`src/rtl/ce_pkg.sv`:
```
// Shared definitions for the channel-estimate datapath: coefficient format,
// stream error codes, frame FSM state and the per-sample side-band tag.
package ce_pkg;

    localparam int CE_COEF_W     = 18;
    localparam int CE_COEF_SHIFT = 16;
    localparam int CE_IDX_W      = 12;

    localparam logic [1:0] CE_ERR_OK  = 2'b00;
    localparam logic [1:0] CE_ERR_SOP = 2'b01;
    localparam logic [1:0] CE_ERR_LEN = 2'b10;

    typedef enum logic {
        CE_IDLE  = 1'b0,
        CE_FRAME = 1'b1
    } ce_state_t;

    // Side-band flags that travel with a sample through every pipeline stage.
    typedef struct packed {
        logic       sop;
        logic       eop;
        logic [1:0] err;
    } ce_tag_t;

endpackage

```
`src/rtl/ce_round_sat.sv`:
```
// Round-half-up, arithmetic right shift by SHIFT, then saturate to W_OUT bits.
// Purely combinational; shared with the LS scaling path.
module ce_round_sat #(
    parameter int W_IN  = 35,
    parameter int W_OUT = 16,
    parameter int SHIFT = 16
) (
    input  logic signed [W_IN-1:0]  din,
    output logic signed [W_OUT-1:0] dout
);

    // One guard bit keeps the rounding bias from overflowing at full scale.
    localparam logic signed [W_IN:0] HALF = {{(W_IN-SHIFT+1){1'b0}}, 1'b1, {(SHIFT-1){1'b0}}};
    localparam logic signed [W_IN:0] MAXV = {{(W_IN-W_OUT+2){1'b0}}, {(W_OUT-1){1'b1}}};
    localparam logic signed [W_IN:0] MINV = {{(W_IN-W_OUT+2){1'b1}}, {(W_OUT-1){1'b0}}};

    logic signed [W_IN:0] biased;
    logic signed [W_IN:0] shifted;

    always_comb begin
        biased  = {din[W_IN-1], din} + HALF;
        shifted = biased >>> SHIFT;
        if (shifted > MAXV) begin
            dout = MAXV[W_OUT-1:0];
        end else if (shifted < MINV) begin
            dout = MINV[W_OUT-1:0];
        end else begin
            dout = shifted[W_OUT-1:0];
        end
    end

endmodule

```
`src/rtl/ce_rs_remod.sv`:
```
// Re-modulates a channel estimate with the reference signal: Y = H * X_rs.
// Five-register stream pipeline with frame tracking and external coefficient ROM.
module ce_rs_remod
    import ce_pkg::*;
#(
    parameter int wDataIn  = 16,
    parameter int wDataOut = 16,
    parameter int wCoeff   = CE_COEF_W,
    parameter int SHIFT    = CE_COEF_SHIFT
) (
    input  logic                       clk,
    input  logic                       rst_sync,
    input  logic                       sink_valid,
    output logic                       sink_ready,
    input  logic [1:0]                 sink_error,
    input  logic                       sink_sop,
    input  logic                       sink_eop,
    input  logic signed [wDataIn-1:0]  sink_real,
    input  logic signed [wDataIn-1:0]  sink_imag,
    input  logic [CE_IDX_W-1:0]        fftpts_in,
    output logic [CE_IDX_W-1:0]        coef_addr,
    output logic                       coef_rd_en,
    input  logic signed [wCoeff-1:0]   coef_real,
    input  logic signed [wCoeff-1:0]   coef_imag,
    output logic                       source_valid,
    input  logic                       source_ready,
    output logic [1:0]                 source_error,
    output logic                       source_sop,
    output logic                       source_eop,
    output logic signed [wDataOut-1:0] source_real,
    output logic signed [wDataOut-1:0] source_imag,
    output logic [CE_IDX_W-1:0]        fftpts_out
);

    localparam int PW = wDataIn + wCoeff;
    localparam int SW = PW + 1;

    logic en;
    logic acc;
    logic unused_err;

    assign en         = !source_valid || source_ready;
    assign sink_ready = en;
    assign acc        = sink_valid && en;
    assign unused_err = ^sink_error;

    // Frame tracking state.
    ce_state_t             state;
    logic [CE_IDX_W-1:0]   cnt;
    logic [CE_IDX_W:0]     n_len;

    // Per-sample decode of the incoming beat.
    logic [CE_IDX_W:0]     n_new;
    logic [CE_IDX_W:0]     n_cur;
    logic [CE_IDX_W-1:0]   s_idx;
    logic                  keep;
    logic                  is_last;
    logic                  len_err;
    ce_tag_t               s_tag;
    ce_state_t             nxt_state;

    always_comb begin
        // NOTE: every variable here is assigned on every path, so no latch can be inferred.
        n_new     = (fftpts_in == '0) ? 13'd4096 : {1'b0, fftpts_in};
        n_cur     = sink_sop ? n_new : n_len;
        keep      = sink_sop || (state == CE_FRAME);
        s_idx     = sink_sop ? '0 : cnt;
        is_last   = ({1'b0, s_idx} == (n_cur - 13'd1));
        len_err   = is_last ^ sink_eop;
        s_tag.sop = sink_sop;
        s_tag.eop = sink_eop || is_last;
        if (len_err) begin
            s_tag.err = CE_ERR_LEN;
        end else if (sink_sop && (state == CE_FRAME)) begin
            s_tag.err = CE_ERR_SOP;
        end else begin
            s_tag.err = CE_ERR_OK;
        end
        nxt_state = s_tag.eop ? CE_IDLE : CE_FRAME;
    end

    // Pipeline registers: p0 sample, p1 waiting for ROM data, p2 products, p3 sums.
    logic                       p0_valid, p1_valid, p2_valid, p3_valid;
    logic signed [wDataIn-1:0]  p0_a, p0_b, p1_a, p1_b;
    ce_tag_t                    p0_tag, p1_tag, p2_tag, p3_tag;
    logic signed [PW-1:0]       p2_ac, p2_bd, p2_ad, p2_bc;
    logic signed [SW-1:0]       p3_re, p3_im;
    logic                       rd_req;

    logic signed [wDataOut-1:0] y_re;
    logic signed [wDataOut-1:0] y_im;

    // The read is issued only on an advancing edge, so ROM data stays paired
    // with the sample sitting in p1 however long the output stalls.
    assign coef_rd_en = rd_req && en;

    always_ff @(posedge clk) begin
        if (rst_sync) begin
            // NOTE: datapath registers are cleared as well, so nothing stale survives a reset.
            state        <= CE_IDLE;
            cnt          <= '0;
            n_len        <= '0;
            fftpts_out   <= '0;
            coef_addr    <= '0;
            rd_req       <= 1'b0;
            p0_valid     <= 1'b0;
            p0_a         <= '0;
            p0_b         <= '0;
            p0_tag       <= '0;
            p1_valid     <= 1'b0;
            p1_a         <= '0;
            p1_b         <= '0;
            p1_tag       <= '0;
            p2_valid     <= 1'b0;
            p2_ac        <= '0;
            p2_bd        <= '0;
            p2_ad        <= '0;
            p2_bc        <= '0;
            p2_tag       <= '0;
            p3_valid     <= 1'b0;
            p3_re        <= '0;
            p3_im        <= '0;
            p3_tag       <= '0;
            source_valid <= 1'b0;
            source_sop   <= 1'b0;
            source_eop   <= 1'b0;
            source_error <= '0;
            source_real  <= '0;
            source_imag  <= '0;
        end else begin
            if (acc && keep) begin
                state     <= nxt_state;
                cnt       <= s_idx + 12'd1;
                coef_addr <= s_idx;
                if (sink_sop) begin
                    n_len      <= n_cur;
                    fftpts_out <= fftpts_in;
                end
            end

            if (en) begin
                // Samples outside a frame are consumed but never enter the pipe.
                p0_valid <= acc && keep;
                rd_req   <= acc && keep;
                p0_a     <= sink_real;
                p0_b     <= sink_imag;
                p0_tag   <= s_tag;

                p1_valid <= p0_valid;
                p1_a     <= p0_a;
                p1_b     <= p0_b;
                p1_tag   <= p0_tag;

                p2_valid <= p1_valid;
                p2_ac    <= PW'(p1_a) * PW'(coef_real);
                p2_bd    <= PW'(p1_b) * PW'(coef_imag);
                p2_ad    <= PW'(p1_a) * PW'(coef_imag);
                p2_bc    <= PW'(p1_b) * PW'(coef_real);
                p2_tag   <= p1_tag;

                p3_valid <= p2_valid;
                p3_re    <= SW'(p2_ac) - SW'(p2_bd);
                p3_im    <= SW'(p2_ad) + SW'(p2_bc);
                p3_tag   <= p2_tag;

                source_valid <= p3_valid;
                source_sop   <= p3_tag.sop;
                source_eop   <= p3_tag.eop;
                source_error <= p3_tag.err;
                source_real  <= y_re;
                source_imag  <= y_im;
            end
        end
    end

    ce_round_sat #(
        .W_IN  (SW),
        .W_OUT (wDataOut),
        .SHIFT (SHIFT)
    ) u_fmt_re (
        .din  (p3_re),
        .dout (y_re)
    );

    ce_round_sat #(
        .W_IN  (SW),
        .W_OUT (wDataOut),
        .SHIFT (SHIFT)
    ) u_fmt_im (
        .din  (p3_im),
        .dout (y_im)
    );

endmodule

```
`config.mk`:
```
export PLATFORM = sky130hd
export DESIGN_NAME = ce_rs_remod
export DESIGN_NICKNAME = d
export VERILOG_FILES = /design/src/rtl/ce_pkg.sv /design/src/rtl/ce_round_sat.sv /design/src/rtl/ce_rs_remod.sv
export SDC_FILE = /design/constraint.sdc
export NUM_CORES = 2
export LEC_CHECK = 0
export BUFFER_PORTS_ARGS = -buffer_cell sky130_fd_sc_hd__buf_2
export CAP_MARGIN = 20
export CORE_MARGIN = 4
export CORE_UTILIZATION = 25
export DETAILED_ROUTE_END_ITERATION = 6
export MAX_ROUTING_LAYER = met4
export PLACE_DENSITY = 0.45
export SYNTH_ARGS = -nofsm -noshare
export SYNTH_HDL_FRONTEND = slang
export SYNTH_SLANG_ARGS = --single-unit
```
`constraint.sdc`:
```
create_clock -name clk -period 11.6 [get_ports clk]
set_clock_uncertainty 0.15 [all_clocks]
set_input_delay 0.58 -clock clk [delete_from_list [all_inputs] [get_ports clk]]
set_output_delay 0.58 -clock clk [all_outputs]
set_load 0.02 [all_outputs]
```
==> load_flow_metrics.sql <==
INSERT INTO impl_metrics (metric_group, metric, value, unit) VALUES
('place', 'globalplace.congestion', '0.832', ''),
('cts', 'cts_tree', 'done', ''),
('sta', 'timing.final.crit_period', '7.77', 'ns'),
('global_routing', 'grt_max_degree', '145', ''),
('cts', 'htreeDepth', '2', ''),
('sta', 'worst_pin_slew', '1.05', 'ns'),
('logic_synthesis', 'synth_most_common_cell', 'sky130_fd_sc_hd__inv_1', ''),
('route', 'vias', '43436', ''),
('cts', 'tritoncts.num_buffers', '47', ''),
('power_and_ir_drop', 'cellPowerDensity', '137', 'nW/um^2'),
('global_routing', 'grt_overflow', '0', ''),
('route', 'drtIter0Drc', '2265', ''),
('cts', 'clock_pin_slew_worst_setup_and_hold_paths', '0.06', 'ns'),
('setup_path', 'worst-setup-path-type', 'reg2reg', ''),
('setup_path', 'cp_top_family', 'adder cells', ''),
('die', 'initial_core_util', '0.251', ''),
('cells_and_area', 'final.fill_count', '25018', ''),
('sta', 'min_period_over_period', '0.670', ''),
('cts', 'worst_skew_pair.late_latency', '0.66', 'ns'),
('logic_synthesis', 'synth_fp_nets', '8386', ''),
('cells_and_area', 'nNetsFinal', '8307', ''),
('flow_run', 'max_cap_check_violation_count', '0', ''),
('route', 'residual_drc', '0', ''),
('logic_synthesis', 'post_synth_arst_share', '0', ''),
('route', 'drt-pass1-iter-count', '5', ''),
('sta', 'setup_violations', '0', ''),
('logic_synthesis', 'synthTopCellsByArea', 'sky130_fd_sc_hd__fa_1 (40%), sky130_fd_sc_hd__dfxtp_1 (12%), sky130_fd_sc_hd__ha_1 (8.9%)', ''),
('setup_path', 'cp.buffers_inverters', '4', ''),
('cells_and_area', 'final_cell_area', '63900', 'um^2'),
('logic_synthesis', 'synthesis.area', '58400', 'um^2'),
('die', 'die_x', '491', 'um'),
('sta', 'report.final.slew_viol_count', '0', ''),
('place', 'area_post_placement', '62200', 'um^2'),
('sta', 'max-slew-margin-rel', '0.296', ''),
('setup_path', 'cp_cell_sequence', 'buf_4, nand2_1, fa_1, fa_1, fa_1, inv_1, fa_1, fa_1, inv_1, fa_1, inv_1, ha_1, a21o_1, a221o_1, a31oi_2, o21ai_2, a31oi_1, o21a_2, or2_1, nand2_1, a31oi_1, xor2_1, o21ai_1', ''),
('power_and_ir_drop', 'totalPowerFinal', '0.00874', 'W'),
('setup_path', 'worstPathArrival', '8.09', 'ns'),
('setup_path', 'worst_r2r_startpoint', 'p1_b[2]$_SDFFE_PP0N_', ''),
('logic_synthesis', 'synth_seq_area_share', '0.119', ''),
('logic_synthesis', 'synth_top_area_cell', 'sky130_fd_sc_hd__fa_1', ''),
('die', 'rows', '177', ''),
('cts', 'cts_max_path_buffers', '3', ''),
('logic_synthesis', 'syn-mean-instance-area', '8.68', 'um^2'),
('setup_path', 'worst_setup_path_startpoint', 'p1_b[2]$_SDFFE_PP0N_', ''),
('setup_path', 'critPathCaptureType', 'flop', ''),
('die', 'die_area', '241000', 'um^2'),
('route', 'wl', '170000', 'um'),
('sta', 'max_freq', '129', 'MHz'),
('global_routing', 'grtUsageTotal', '0.148', ''),
('global_routing', 'global_route_wire_length_before_repair', '275000', 'um'),
('logic_synthesis', 'post_synth_inst_count', '6723', ''),
('global_routing', 'grt_pass1_vias', '46507', ''),
('setup_path', 'crit_cells', '23', ''),
('sta', 'grt_setup_unrepaired', 'false', ''),
('place', 'final_hpwl_from_detailed_placement', '128000', 'um'),
('cts', 'cts.root.buffer_cell', 'sky130_fd_sc_hd__clkbuf_16', ''),
('setup_path', 'cpMaxStageDelayCell', 'sky130_fd_sc_hd__dfxtp_1', ''),
('cts', 'cts.sinks', '347', ''),
('place', 'placement.io_buffers', '148', ''),
('logic_synthesis', 'yosys.cell_types.count', '87', ''),
('sta', 'final.setup.tns', '0', 'ns'),
('die', 'pin_count', '151', ''),
('outcome', 'run_status', 'complete, no violations', ''),
('setup_path', 'startpoint_type', 'flop', ''),
('setup_path', 'r2r_setup_slack', '3.83', 'ns'),
('route', 'wl_per_cell', '17.4', 'um'),
('setup_path', 'r2r_end', 'p2_bd[31]$_SDFFE_PP0N_', ''),
('cells_and_area', 'area_growth', '9.38', '%'),
('logic_synthesis', 'synth.top_cells.by_count', 'sky130_fd_sc_hd__inv_1 (1,327), sky130_fd_sc_hd__fa_1 (1,160), sky130_fd_sc_hd__nand2_1 (1,086), sky130_fd_sc_hd__and2_1 (539), sky130_fd_sc_hd__ha_1 (415)', ''),
('route', 'route.antenna.remaining_nets', '0', ''),
('worst_hold_path', 'holdCritPathClass', 'in2reg', '');
-- sequential cells by signal, summed over array words and instances (netlist names), 12 cells and up --
signal	flops
source_imag	16
p2_ad	34
p3_re	20
p2_bd	34
p0_a	16
coef_addr	12
source_real	16
p2_bc	34
p2_ac	34
n_len	13
p1_a	16
p3_im	20
fftpts_out	12
p0_b	16
cnt	12
p1_b	16
-- placed cells by master, fill, tap and decap left out, types with 21 or more instances in the layout --
cell type                   instances
sky130_fd_sc_hd__o21ai_0          125
sky130_fd_sc_hd__ha_1             415
sky130_fd_sc_hd__nor2_1           219
sky130_fd_sc_hd__nand2_1         1086
sky130_fd_sc_hd__dfxtp_1          344
sky130_fd_sc_hd__inv_1           1327
sky130_fd_sc_hd__nor3_1            50
sky130_fd_sc_hd__and3_1            21
sky130_fd_sc_hd__fa_1            1160
sky130_fd_sc_hd__buf_4             68
sky130_fd_sc_hd__and2_1           539
sky130_fd_sc_hd__nand3_1           52
sky130_fd_sc_hd__a21oi_1          365
sky130_fd_sc_hd__a211oi_1          27
sky130_fd_sc_hd__xor2_1            92
sky130_fd_sc_hd__nand4_1           27
sky130_fd_sc_hd__a21o_1            70
sky130_fd_sc_hd__xnor2_1          146
sky130_fd_sc_hd__clkbuf_16         48
sky130_fd_sc_hd__o21bai_1          24
sky130_fd_sc_hd__nand2b_1          48
sky130_fd_sc_hd__buf_2            147
-- how the worst min path moves through the flow --
stage,slack (ns),cells after the start,startpoint,end
floorplan,0.28,2,p2_bd[21]$_SDFFE_PP0N_,p2_bd[21]$_SDFFE_PP0N_
global placement,0.29,2,p2_bd[0]$_SDFFE_PP0N_,p2_bd[0]$_SDFFE_PP0N_
detailed placement,0.29,2,p2_bd[28]$_SDFFE_PP0N_,p2_bd[28]$_SDFFE_PP0N_
CTS,0.001,3,sink_imag[0],p0_b[0]$_SDFFE_PP0N_
global route,0.04,3,sink_imag[13],p0_b[13]$_SDFFE_PP0N_
finish,0.05,3,sink_imag[0],p0_b[0]$_SDFFE_PP0N_
-- report_power, final --
part	internal [W]	leakage (nW)	switching [W]
Combinational	0.00212	27.2	0.00337
Clock	0.000908	0.790	0.000607
Sequential	0.00149	2.87	0.000248
-- stage by stage --
stage	util	hold WS (ns)	setup WS, ns	instances
after global routing	0.275	0.0403	3.53	9740
after floorplan	-	0.275	5.03	6723
after detailed placement	0.267	0.293	3.72	9636
after CTS	0.274	0.00135	3.83	9724
after global placement	0.267	0.288	3.74	9636
final	0.275	0.0531	3.83	9740
-- cell type report --
class	instances	area, um^2	share of cell area
tap	3043	3810	0.0596
sequential	347	6950	0.109
antenna	16	40.0	0.000627
inverter	1330	5000	0.0783
clock buffer	66	1360	0.0213
clock inverter	20	249	0.00390
multi-input combinational	4699	45100	0.707
timing repair buffer	219	1300	0.0204
-- metal layers --
metal / up-vias / GRT usage / share of wire
li1: 20115 / - / -
met2: 870 / 0.236 / 0.46
met5: - / - / 0
met1: 22286 / 0.202 / 0.47
met4: 0 / 0.0302 / 0.023
met3: 165 / 0.0183 / 0.049
-- worst min-delay path: stages --
cell	delay, ns
sky130_fd_sc_hd__buf_2	0.09
sky130_fd_sc_hd__nand2_1	0.04
sky130_fd_sc_hd__a21oi_1	0.05
-- what timing repair did --
action / 4_1_cts / 5_1_grt
hold buffers: 2 / 0
endpoints found under the hold margin: 2 / 0
setup buffers: 0 / 0
-- cell families (layout without fill, tap and decap cells) --
logic type,Yosys count,count (layout),share of synthesized area
buffers and inverters,1677,1635,0.108
and+or+nand+nor,2115,2115,0.170
muxes,7,7,0.00120
other,0,16,0
DFF,347,347,0.119
AOI/OAI and AO/OA,764,764,0.0796
xor gates and xnor gates,238,238,0.0357
adders and majority gates,1575,1575,0.487
Power figures use the tool's default switching activity.
